===== config.mk =====
export PLATFORM = sky130hd
export DESIGN_NAME = rtc_timekeeper
export DESIGN_NICKNAME = d
export VERILOG_FILES = /design/src/rtl/rtc_timekeeper.sv
export SDC_FILE = /design/constraint.sdc
export NUM_CORES = 1
export LEC_CHECK = 0
export ABC_AREA = 1
export CAP_MARGIN = 40
export CORE_UTILIZATION = 35
export DETAILED_ROUTE_END_ITERATION = 8
export SYNTH_ARGS = -nofsm -noshare
export SYNTH_HDL_FRONTEND = slang
export SYNTH_SLANG_ARGS = --single-unit

===== constraint.sdc =====
create_clock -name clock50MHz -period 4.1 [get_ports clock50MHz]
set_input_delay 0.615 -clock clock50MHz [delete_from_list [all_inputs] [get_ports clock50MHz]]
set_output_delay 0.615 -clock clock50MHz [all_outputs]
set_load 0.05 [all_outputs]

===== src/rtl/rtc_timekeeper.sv =====
// Wall-clock timekeeper: clock divider feeding HH:MM:SS.sub fields, with load,
// run/pause, lap capture (valid/ack), a daily alarm and second/day strobes.
module rtc_timekeeper #(
  parameter int CLK_HZ    = 50000000,
  parameter int SUB_HZ    = 100000,
  parameter int SUB_W     = 17,
  parameter int HOUR_WRAP = 24
) (
  input  logic             clock50MHz,
  input  logic             reset,
  input  logic             run,
  input  logic             load,
  input  logic [5:0]       loadH,
  input  logic [5:0]       loadM,
  input  logic [5:0]       loadS,
  input  logic [SUB_W-1:0] loadSub,
  input  logic             lapStrobe,
  input  logic             lapAck,
  input  logic             alarmEnable,
  input  logic [5:0]       alarmH,
  input  logic [5:0]       alarmM,
  input  logic [5:0]       alarmS,
  output logic [5:0]       hours,
  output logic [5:0]       minutes,
  output logic [5:0]       seconds,
  output logic [SUB_W-1:0] subSeconds,
  output logic [5:0]       lapH,
  output logic [5:0]       lapM,
  output logic [5:0]       lapS,
  output logic [SUB_W-1:0] lapSub,
  output logic             lapValid,
  output logic             lapOverrun,
  output logic             loadError,
  output logic             secondTick,
  output logic             dayWrap,
  output logic             alarmPulse
);

  localparam int DIV   = CLK_HZ / SUB_HZ;
  localparam int DIV_W = (DIV > 1) ? $clog2(DIV) : 1;

  localparam logic [DIV_W-1:0] DIV_LAST   = DIV_W'(DIV - 1);
  localparam logic [SUB_W-1:0] SUB_LAST   = SUB_W'(SUB_HZ - 1);
  localparam logic [SUB_W:0]   SUB_LIMIT  = (SUB_W + 1)'(SUB_HZ);
  localparam logic [6:0]       HOUR_LIMIT = 7'(HOUR_WRAP);
  localparam logic [5:0]       HOUR_LAST  = 6'(HOUR_WRAP - 1);
  localparam logic [5:0]       MS_LAST    = 6'd59;

  logic [DIV_W-1:0] div_q, div_d;
  logic [5:0]       hr_q, hr_d, min_q, min_d, sec_q, sec_d;
  logic [SUB_W-1:0] sub_q, sub_d;

  logic [5:0]       lap_hr_q, lap_hr_d, lap_min_q, lap_min_d, lap_sec_q, lap_sec_d;
  logic [SUB_W-1:0] lap_sub_q, lap_sub_d;
  logic             lap_valid_q, lap_valid_d;
  logic             lap_ovr_q, lap_ovr_d;

  logic load_err_q, load_err_d;
  logic sec_tick_q, sec_tick_d;
  logic day_wrap_q, day_wrap_d;
  logic alarm_q, alarm_d;

  logic             load_ok;
  logic             tick;
  logic             sub_wrap, sec_wrap, min_wrap, hr_wrap;
  logic [5:0]       inc_hr, inc_min, inc_sec;
  logic [SUB_W-1:0] inc_sub;

  assign load_ok = load
                 && ({1'b0, loadH} < HOUR_LIMIT)
                 && (loadM <= MS_LAST)
                 && (loadS <= MS_LAST)
                 && ({1'b0, loadSub} < SUB_LIMIT);

  assign tick = run && (div_q == DIV_LAST);

  // Full ripple of one sub-second increment; every field settles in the same edge.
  always_comb begin : increment
    sub_wrap = (sub_q == SUB_LAST);
    sec_wrap = sub_wrap && (sec_q == MS_LAST);
    min_wrap = sec_wrap && (min_q == MS_LAST);
    hr_wrap  = min_wrap && (hr_q == HOUR_LAST);

    inc_sub = sub_wrap ? '0 : sub_q + 1'b1;
    inc_sec = sec_wrap ? '0 : (sub_wrap ? sec_q + 6'd1 : sec_q);
    inc_min = min_wrap ? '0 : (sec_wrap ? min_q + 6'd1 : min_q);
    inc_hr  = hr_wrap  ? '0 : (min_wrap ? hr_q  + 6'd1 : hr_q);
  end

  always_comb begin : next_time
    div_d      = div_q;
    hr_d       = hr_q;
    min_d      = min_q;
    sec_d      = sec_q;
    sub_d      = sub_q;
    sec_tick_d = 1'b0;
    day_wrap_d = 1'b0;
    alarm_d    = 1'b0;
    load_err_d = load && !load_ok;

    if (load_ok) begin
      div_d = '0;
      hr_d  = loadH;
      min_d = loadM;
      sec_d = loadS;
      sub_d = loadSub;
    end else if (run) begin
      if (tick) begin
        div_d      = '0;
        hr_d       = inc_hr;
        min_d      = inc_min;
        sec_d      = inc_sec;
        sub_d      = inc_sub;
        sec_tick_d = sub_wrap;
        day_wrap_d = hr_wrap;
        // Out-of-range alarm fields can never equal an in-range count.
        alarm_d    = alarmEnable
                   && (inc_hr == alarmH)
                   && (inc_min == alarmM)
                   && (inc_sec == alarmS)
                   && (inc_sub == '0);
      end else begin
        div_d = div_q + 1'b1;
      end
    end
  end

  always_comb begin : next_lap
    lap_hr_d    = lap_hr_q;
    lap_min_d   = lap_min_q;
    lap_sec_d   = lap_sec_q;
    lap_sub_d   = lap_sub_q;
    lap_valid_d = lap_valid_q;
    lap_ovr_d   = 1'b0;

    if (lapStrobe) begin
      lap_hr_d    = hr_q;
      lap_min_d   = min_q;
      lap_sec_d   = sec_q;
      lap_sub_d   = sub_q;
      lap_valid_d = 1'b1;
      lap_ovr_d   = lap_valid_q && !lapAck;
    end else if (lapAck) begin
      lap_valid_d = 1'b0;
    end
  end

  always_ff @(posedge clock50MHz) begin
    if (reset) begin
      div_q      <= '0;
      hr_q       <= '0;
      min_q      <= '0;
      sec_q      <= '0;
      sub_q      <= '0;
      load_err_q <= 1'b0;
      sec_tick_q <= 1'b0;
      day_wrap_q <= 1'b0;
      alarm_q    <= 1'b0;
    end else begin
      div_q      <= div_d;
      hr_q       <= hr_d;
      min_q      <= min_d;
      sec_q      <= sec_d;
      sub_q      <= sub_d;
      load_err_q <= load_err_d;
      sec_tick_q <= sec_tick_d;
      day_wrap_q <= day_wrap_d;
      alarm_q    <= alarm_d;
    end
  end

  always_ff @(posedge clock50MHz) begin
    if (reset) begin
      lap_hr_q    <= '0;
      lap_min_q   <= '0;
      lap_sec_q   <= '0;
      lap_sub_q   <= '0;
      lap_valid_q <= 1'b0;
      lap_ovr_q   <= 1'b0;
    end else begin
      lap_hr_q    <= lap_hr_d;
      lap_min_q   <= lap_min_d;
      lap_sec_q   <= lap_sec_d;
      lap_sub_q   <= lap_sub_d;
      lap_valid_q <= lap_valid_d;
      lap_ovr_q   <= lap_ovr_d;
    end
  end

  assign hours      = hr_q;
  assign minutes    = min_q;
  assign seconds    = sec_q;
  assign subSeconds = sub_q;
  assign lapH       = lap_hr_q;
  assign lapM       = lap_min_q;
  assign lapS       = lap_sec_q;
  assign lapSub     = lap_sub_q;
  assign lapValid   = lap_valid_q;
  assign lapOverrun = lap_ovr_q;
  assign loadError  = load_err_q;
  assign secondTick = sec_tick_q;
  assign dayWrap    = day_wrap_q;
  assign alarmPulse = alarm_q;

endmodule


## Word level (Yosys, flattened, before mapping)

Cells that the tools add are included.

- Logic and storage cells: 81
- Input port bits: 60
- Register bits: 85

- Add/subtract/negate cells: 5
- Multiplexer cells: 22
- $lt $le $gt $ge: 4
- Reductions and logical operators: 24
- Eq/ne operators: 8
- Bitwise gates (word level): 3

Operator list:

| operator | count |
|---|---|
| $mux W6 | 15 |
| $mux W17 | 4 |
| $add A6 B1 Y6 const B | 3 |
| $eq A6 B6 Y1 | 3 |
| $add A17 B1 Y17 const B | 1 |
| $eq A17 B17 Y1 const B | 1 |
| $logic_not A17 Y1 | 1 |
| $lt A17 B17 Y1 const B | 1 |
| $logic_and A1 B1 Y1 | 14 |
| $eq A6 B6 Y1 const B | 2 |
| $le A6 B6 Y1 const B | 2 |
| $add A9 B1 Y9 const B | 1 |
| $eq A9 B9 Y1 const B | 1 |
| $mux W9 | 1 |
| $eq A6 B5 Y1 const B | 1 |
| $lt A6 B5 Y1 const B | 1 |
| $reduce_bool A2 Y1 | 3 |
| $reduce_or A2 Y1 | 2 |
| $reduce_or A4 Y1 | 1 |
| $not A1 Y1 | 3 |
| $logic_not A1 Y1 | 2 |
| $mux W1 | 2 |
| $reduce_and A2 Y1 | 1 |

## Logic depth before layout (Yosys ltp)

- Word-level depth: 10
- Gate-level depth with buffers: 15
- Mapped depth without buffers: 15

## Worst setup path after synthesis

No wires, ideal clock.

- Path kind: register -> register
- Start point: register sub_q[1] (netlist: subSeconds[1])
- End point: register alarm_q (netlist: alarmPulse)
- Data required time: 4.027 ns
- Library setup time: 0.073 ns
- Setup slack: 1.773 ns
- Arrival time: 2.254 ns
- Period minus slack after synthesis: 2.327 ns
- Path buffers: 0
- Stages on the path, launching flop included: 16
- Cells stage by stage: dfxtp_1 > ha_1 > nand2_2 > nor2_4 > nand3_2 > nor2_4 > nand3_4 > nor2_4 > nand2_2 > nand2_2 > nand2_1 > nand2_1 > nand2_1 > inv_2 > nand3_2 > nor3_2

- Cells in the longest elaborated chain, start to end: 10
- Elaborated cells between the ends (all ways): 20

RTL lines:

| element | RTL line | RTL |
|---|---|---|
| start, declared | 51 | `logic [SUB_W-1:0] sub_q, sub_d;` |
| start signal, assigned | 164 | `sub_q <= sub_d;` |
| parallel branches: the longest is 9 deep, another holds $add A17 B1 Y17 | n/a |  |
| $logic_and A1 B1 Y1 (*) | 121 | `&& (inc_sub == '0);` |
| end signal, assigned | 168 | `alarm_q <= alarm_d;` |
| end, declared | 61 | `logic alarm_q, alarm_d;` |

Mark *: on every way between the ends.
A chain may end at the register's enable or synchronous reset.

## Final worst setup path

- Start point: input loadSub[14]
- End point: register div_q[2]

- Cells in the longest elaborated chain, start to end: 3

RTL lines:

| element | RTL line | RTL |
|---|---|---|
| start, declared | 16 | `input logic [SUB_W-1:0] loadSub,` |
| $lt A17 B17 Y1 | 73 | `&& ({1'b0, loadSub} < SUB_LIMIT);` |
| $logic_and A1 B1 Y1 | 73 |  |
| $reduce_or A2 Y1 (no line) | n/a |  |
| end signal, assigned | 160 | `div_q <= div_d;` |
| end, declared | 49 | `logic [DIV_W-1:0] div_q, div_d;` |

No other way between the ends.

==> flow_summary.ini <==
[critical_path]
arrival_ns = 2.96
reg2reg_from = subSeconds[1]$_SDFFE_PP0P_
cp_data_required_time_ns = 4.38
path_class = input port to register
r2r_setup_slack_ns = 1.66
rr_endpoint = alarmPulse$_SDFF_PP0_
end_kind = register
cp-start-kind = input port
crit_start = loadSub[14]
worstPathMaxFanout = 28
r2r_cells = 11

[sta]
tightestPinTransition_ns = 0.7963
setup-tns-final_ns = 0
final-setup-viol-count = 0
max_freq_ghz = 0.3721
period_minus_slack_ns = 2.688
fin_worst_skew_ns = 0.009112
hold_viol_final = 0
whs_ns = 0.4743
rsz0062_at_grt = false
fin_crit_sh_pct = 65.55
maxSlewHeadroom_pct = 46.86
maxSlewViolCount = 0

[floorplanning]
dieHeight_um = 120.7
die_area_um2 = 14570
design.core.area_um2 = 13830
io_pins = 136
die_x_um = 120.7
start_util_pct = 35.67
rows = 43

[power]
p_leak_nw = 2.618
power.total_mw = 2.099
p_per_area_nw_per_um2 = 312.2
ir_worst_vdd_mv = 0.1578

[hold_path]
whs_endpoint = lapOverrun$_SDFF_PP0_
min_path_type = register to register
min_path_cells = 2
worstHoldStart = lapValid$_SDFFE_PP0P_

[clock_tree]
postCtsSetupRepairBufs = 0
path_clk_slew_ns = 0.07
insertion_delay_ns = 0.35
ctsLongestPathBuffers = 2
cts_tree = done
h-tree-depth = 3
cts_resized = 0
cts_buffers = 9
clock_sinks = 85
hold_buffers = 0
cts-root-buf = clkbuf_16

[place]
io_buffers = 135
gp_congestion = 0.9704
dp_hpwl_mm = 13.40

[global_routing]
grt_max_degree = 42
grt_overflow = 0
grt_usage_pct = 25.18
grt_busiest_layer = met2
grt_pass1_vias = 5084
grtUsageMet2_pct = 37.03
antenna_found_initial = 0
use_met1_pct = 36.28
grt_first_pass_wirelength_mm = 27.87
use_met3_pct = 4.245

[route]
detail_route.wl_per_cell_um = 16.72
first_iter_violations = 527
ant_nets = 0
drc_errors = 0
via_per_inst = 5.145
wl_mm = 17.96
vias = 5526
drtPass1Iterations = 5

[synth]
ys_types = 38
synthCells = 760
ys_seq_area_share_pct = 34.50
synth_top_flop_cell = dfxtp_1
synth_edf_count = 0
avgSynthCellArea_um2 = 6.490
yosys_warnings = 0
ys_ff_latch = 85
syn_area_um2 = 4932
synthArstFlopShare_pct = 0
syn-num-nets = 825

[cells_and_area]
seq_area_um2 = 1702
final_cell_mix = nand2_1, clkdlybuf4s50_1, nor2_1, dfxtp_1, inv_1
nets = 954
area_growth_syn_to_layout_pct = 36.33
nFillCells = 1419
antennaDiodeCount = 0
postLayoutCoreUtil_pct = 48.63
layout-drive-gt1-share_pct = 6.376
layout_commonest_cell = nand2_1
multiInputGateArea_um2 = 2846

[flow_run]
cap_violations = 0

[run_status]
status = finished clean
==> synth_stat cells (2+ instances only) <==
| library cell | number | share of area, % |
|---|---|---|
| nand3_1 | 58 | 5.9 |
| nor3b_1 | 2 | 0.30 |
| a2bb2oi_1 | 2 | 0.36 |
| xnor2_1 | 5 | 0.89 |
| nand2_2 | 7 | 0.89 |
| clkbuf_1 | 17 | 1.3 |
| nand3_2 | 4 | 0.81 |
| inv_2 | 6 | 0.46 |
| ha_1 | 5 | 1.3 |
| nand4_1 | 13 | 1.6 |
| a21oi_1 | 34 | 3.4 |
| nand3b_1 | 10 | 1.5 |
| o22ai_1 | 2 | 0.25 |
| nor4_1 | 2 | 0.25 |
| xor2_1 | 13 | 2.3 |
| nor2_1 | 89 | 6.8 |
| buf_4 | 3 | 0.46 |
| a221oi_1 | 3 | 0.53 |
| o221ai_1 | 4 | 0.71 |
| nor2_2 | 6 | 0.76 |
| nor3_1 | 11 | 1.1 |
| a31oi_1 | 22 | 2.8 |
| nand2_1 | 221 | 17 |
| dfxtp_1 | 85 | 35 |
| inv_1 | 64 | 4.9 |
| o21ai_0 | 51 | 5.2 |
| o21ai_1 | 3 | 0.30 |
| buf_2 | 4 | 0.41 |
| nor2_4 | 5 | 1.1 |
==> worst max-delay path, stage by stage <==
cell,delay [ns]
clkdlybuf4s50_1,0.42
or2_2,0.32
nor2_1,0.09
nand3_1,0.13
nand3_1,0.31
nand2_1,0.13
inv_2,0.45
nand2_1,0.27
nor3b_1,0.23
==> worst max-delay path by stage <==
stage	end	slack, ns
after detailed placement	div_q[2]$_SDFFE_PP0P_	1.03
after CTS	div_q[2]$_SDFFE_PP0P_	1.39
after global placement	div_q[2]$_SDFFE_PP0P_	1.09
after floorplan	alarmPulse$_SDFF_PP0_	1.77
final	div_q[2]$_SDFFE_PP0P_	1.41
after global routing	div_q[2]$_SDFFE_PP0P_	1.20
==> flip-flops by register name, indices dropped and copies added, names as in the netlist, 6 cells and up <==
signal      count
div_q           9
hours           6
lapH            6
lapM            6
lapS            6
lapSub         17
minutes         6
seconds         6
subSeconds     17
==> cell families (layout without fill, tap and decap cells) <==
group / Yosys count / in the layout / share of synthesized area, %
DFF: 85 / 85 / 34.50
adders and majority gates: 5 / 5 / 1.268
buffers and inverters: 96 / 230 / 7.788
and+or+nand+nor: 433 / 433 / 39.37
AOI/OAI and AO/OA: 123 / 123 / 13.88
xor gates and xnor gates: 18 / 18 / 3.196
==> per-stage QoR <==
stage	setup WS, ns	area [um2]	std cells
2_1_floorplan	1.773	4932	760
3_3_place_gp	1.093	6446	1058
3_5_place_dp	1.028	6446	1058
4_1_cts	1.388	6724	1074
5_1_grt	1.200	6724	1074
6_report	1.412	6724	1074
==> cell type report <==
cell class	count	area share [%]
Timing Repair Buffer	143	20.92
Clock buffer	10	3.405
Sequential cell	85	25.31
Tap cell	180	3.349
Multi-Input combinational cell	579	42.33
Clock inverter	6	0.7257
Inverter	71	3.964
==> where the power goes <==
part	switching [mW]	internal, mW
logic	0.263	0.158
registers	0.0380	0.861
clock network	0.365	0.415
total	0.666	1.43
==> layer usage <==
metal | vias up | wire, um
met5 | - | 0
met4 | 0 | 397
met3 | 35 | 1375
met2 | 233 | 7772
met1 | 2496 | 8416
li1 | 2762 | -
Power figures use the tool's default switching activity.
